`config.mk`:
```
export PLATFORM = sky130hd
export DESIGN_NAME = allocate_memory
export DESIGN_NICKNAME = d
export VERILOG_FILES = /design/src/rtl/allocate_memory.sv
export SDC_FILE = /design/constraint.sdc
export NUM_CORES = 1
export LEC_CHECK = 0
export ABC_AREA = 1
export CAP_MARGIN = 5
export CELL_PAD_IN_SITES_DETAIL_PLACEMENT = 1
export CELL_PAD_IN_SITES_GLOBAL_PLACEMENT = 2
export CORE_MARGIN = 2
export CORE_UTILIZATION = 25
export DETAILED_ROUTE_END_ITERATION = 8
export MAX_ROUTING_LAYER = met4
export PLACE_DENSITY = 0.78
export SYNTH_ARGS = -nofsm -noshare
export SYNTH_HDL_FRONTEND = slang
export SYNTH_SLANG_ARGS = --single-unit
export TNS_END_PERCENT = 5
```
`constraint.sdc`:
```
create_clock -name clock -period 2 [get_ports clock]
set_input_delay 0.4 -clock clock [delete_from_list [all_inputs] [get_ports clock]]
set_output_delay 0.4 -clock clock [all_outputs]
set_load 0.005 [all_outputs]
```
`src/rtl/allocate_memory.sv`:
```
// allocate_memory: next-fit free-slot allocator for the card linked-list RAM
module allocate_memory (
    input  logic        clock,
    input  logic        resetn,
    input  logic        enable,
    output logic        addr_found,
    output logic [9:0]  out_address,
    output logic [9:0]  ram_address,
    output logic        ram_clock,
    output logic [31:0] ram_data,
    output logic        ram_wren,
    input  logic [31:0] ram_q
);
    typedef enum logic [2:0] {IDLE, ADDR, CHECK, WRITE, DONE} state_t;
    state_t state, state_nx;
    logic [9:0] ptr, ptr_nx, probes, probes_nx, out_nx, ram_addr_nx, ptr_inc;
    logic unused_q;
    assign ram_clock  = clock;
    assign ram_data   = 32'h8000_0000;
    assign addr_found = state == DONE;
    assign ptr_inc    = (ptr == 10'd1023) ? 10'd1 : ptr + 10'd1;
    assign unused_q   = ^ram_q[30:0];
    // next-state and next register values; only bit 31 of a word decides free/used
    always_comb begin
        state_nx    = state;
        ptr_nx      = ptr;
        probes_nx   = probes;
        out_nx      = out_address;
        ram_addr_nx = ram_address;
        case (state)
            IDLE: if (enable) begin
                probes_nx   = '0;
                ram_addr_nx = ptr;
                state_nx    = ADDR;
            end
            ADDR: state_nx = CHECK;
            CHECK: if (!ram_q[31]) begin
                out_nx   = ptr;
                state_nx = WRITE;
            end else if (probes == 10'd1022) begin
                out_nx   = '0;
                state_nx = DONE;
            end else begin
                ptr_nx      = ptr_inc;
                probes_nx   = probes + 10'd1;
                ram_addr_nx = ptr_inc;
                state_nx    = ADDR;
            end
            WRITE: begin
                ptr_nx   = ptr_inc;
                state_nx = DONE;
            end
            DONE: if (!enable) state_nx = IDLE;
            default: state_nx = IDLE;
        endcase
    end
    // state and datapath registers; write enable is registered so it is high exactly in WRITE
    always_ff @(posedge clock or negedge resetn) begin
        if (!resetn) begin
            state       <= IDLE;
            ptr         <= 10'd1;
            probes      <= '0;
            out_address <= '0;
            ram_address <= '0;
            ram_wren    <= 1'b0;
        end else begin
            state       <= state_nx;
            ptr         <= ptr_nx;
            probes      <= probes_nx;
            out_address <= out_nx;
            ram_address <= ram_addr_nx;
            ram_wren    <= state_nx == WRITE;
        end
    end
endmodule

```
==> metrics.md <==
| Metric | Value |
|---|---|
| Outcome | completed |
| Vias in the first global route | 2246 |
| Final worst slack | 127 ps |
| Synthesis-stage register bit count | 44 |
| Final cell count without fillers | 503 |
| Area Growth Syn to Fin | 19.8% |
| Syn Inst Count | 328 |
| Critical path type | clock port to output pin |
| Overall die width | 106 um |
| Critical-path maximum fanout | 2 |
| Cell variety after synth | 32 |
| Routed vias | 2111 |
| HP Class | primary input to async pin |
| IO buf count | 26 |
| WP data required | 1600 ps |
| Final Hold Viols | 0 |
| Overall routing resource usage | 13.3% |
| Slowest cell on the critical path | dlygate4sd2_1 |
| Pleak | 1.47 nW |
| Overall Power | 0.00394 W |
| Residual DRC | 0 |
| Mapped cell area | 2580 um^2 |
| Core area | 10200 um^2 |
| Wire length per cell | 12.8 um |
| Avg Cell Area, Syn | 7.87 um^2 |
| CP Cell Sequence | clkbuf_8 > clkbuf_8 > dlygate4sd2_1 |
| Die area | 11100 um^2 |
| PwrDens | 1270 nW/um^2 |
| Initial antenna violation count | 0 |
| Iter 0 DRT Violations | 68 |
| Layout cells sized above 1 | 12.3% |
| Clock slew at the register clock pins of the worst setup and hold paths | 90 ps |
| Setup violations, final | 0 |
| Setup Skew | 5.61 ps |
| Syn. warnings | 0 |
| Die Ht | 106 um |
| Post-Place Cells | 491 |
| Sequential cell area fraction in the yosys report | 42.7% |
| Place WS | 186 ps |
| Total congestion overflow | 0 |
| Latest clock arrival within the worst-skew pair | 410 ps |
| Max stage delay on crit path | 250 ps |
| Max-cap violations | 0 |
| Row count | 37 |
| GP Congestion | 0.805 |
| Final #Nets | 404 |
| Max-slew violations | 0 |
| VDD IR max | 413 uV |
| Antenna viol nets, final | 0 |
| Arrival @ worst endpoint | 1470 ps |
| Inserted Diodes | 0 |
| Critical Path End Type | output pin |
| First-pass GRT wire length | 11.1 mm |
| Initial Util | 25.3% |
| WP buf/inv | 3 |
| CTS tree | done |
| Final setup TNS | 0 ps |
| Most used cell, CP | clkbuf_8 |
| First drt pass iteration count | 4 |
| Filler Cell Count | 1265 |
| RSZ-0062 raised after global routing | false |
| Largest net degree at the start of global routing | 28 |
| Post-CTS setup buffers | 0 |
| DP Wirelength | 4.79 mm |
| Via density | 4.20 |
| I/O pins | 90 |
| Family with the most delay on the worst path | buffers and inverters |
| Startpoint types | clock port |
| DRT Wirelength | 6.43 mm |
==> worst register-to-register path, stage by stage, from the launching register on <==
cell	delay (ps)
dfrtp_1	390
inv_1	90
ha_1	150
nand3_1	70
nor2_1	190
nand3_1	410
o211ai_1	320
==> worst paths after layout <==
kind / startpoint / cells after the start / to / slack, ps
worst max register to register: probes[0] / 6 / state[2] / 290
worst max-delay path: clock / 3 / ram_clock / 130
worst min register to register: ram_address[1] / 2 / ram_address[1] / 490
min in group clock: ram_address[1] / 2 / ram_address[1] / 490
max in group asynchronous: resetn / 3 / ptr[0] / 950
worst min-delay path: resetn / 2 / ram_wren / 470
==> cells by family (layout without fill, tap and decap cells) <==
family	after synthesis	after routing	share of synthesized area (%)
other cells	2	32	0.291
simple gates	179	179	31.5
flops	44	44	42.7
xor+xnor	7	7	2.38
mux	1	1	0.388
buf+inv	63	72	15.5
fa+ha+maj	3	3	1.46
compound gates	29	29	5.82
==> metal layers <==
layer / vias to the layer above / wire, um / track usage (%)
met5: - / 0 / -
li1: 1049 / - / -
met2: 35 / 3200 / 21.8
met3: 6 / 255 / 4.21
met1: 1021 / 2870 / 15.0
met4: 0 / 92 / 5.36
==> cell usage in the layout, fill, tap and decap left out, types with 2 or more instances in the layout <==
cell type and count:
o21ai_0 17, buf_4 12, nand3_2 2, conb_1 32, o21ai_1 7, nand2_1 112
dfrtp_1 43, nand4_1 5, a21oi_1 3, inv_1 17, nand3_1 25, nor2_4 3
nand2_2 4, clkdlybuf4s50_1 23, ha_1 3, nor2_1 19, inv_2 2, nand3b_1 2
nand2_4 3, xor2_1 6, clkbuf_8 9
==> synth_stat cells (all sizes together) <==
cell | n | area share (%)
nand2 | 120 | 19
dfrtp | 43 | 42
buf | 41 | 12
nand3 | 27 | 5.6
o21ai | 24 | 4.7
nor2 | 23 | 4.3
inv | 20 | 3.0
xor2 | 6 | 2.0
nand4 | 5 | 1.2
a21oi | 3 | 0.58
ha | 3 | 1.5
conb | 2 | 0.29
nand3b | 2 | 0.58
nor3 | 2 | 0.39
clkbuf | 1 | 0.15
clkinv | 1 | 0.19
dfstp | 1 | 1.0
mux2i | 1 | 0.39
o211ai | 1 | 0.29
o21bai | 1 | 0.29
xnor2 | 1 | 0.34
==> repair_timing <==
item / in CTS / in global routing
gates resized for setup: 2 / 1
setup endpoints to repair: 2 / 1
pin swaps: 0 / 1
hold buffers: 1 / 0
hold endpoints to repair: 17 / 0
==> final cells by class <==
type,count,area [um^2],share of cell area (%)
clock buffer,10,133,4.29
tap,136,170,5.51
timing repair buffer,39,368,11.9
sequential,44,1100,35.7
inverter,21,82.6,2.67
clock inverter,2,38.8,1.26
multi-input combinational,251,1200,38.7
==> report_power, final <==
group / total (W) / internal [W] / switching (W)
clock network: 0.000923 / 0.000555 / 0.000368
registers: 0.00133 / 0.00115 / 0.000184
logic: 0.00168 / 0.000699 / 0.000984
total: 0.00394 / 0.00240 / 0.00154
==> per-stage QoR <==
step | hold WS [ps] | area, um^2 | utilization (%)
floorplan | 104 | 2690 | -
global placement | 369 | 2910 | 28.6
detailed placement | 378 | 2910 | 28.6
CTS | 474 | 3090 | 30.3
global route | 504 | 3090 | 30.3
finish | 470 | 3090 | 30.3
==> state kept, by name, summed over array words and instances (netlist names) <==
signal and flops:
out_address 10, probes 10, ptr 10, ram_address 10, ram_wren 1, state 3
Note: power is estimated with default switching activity, not from simulation.
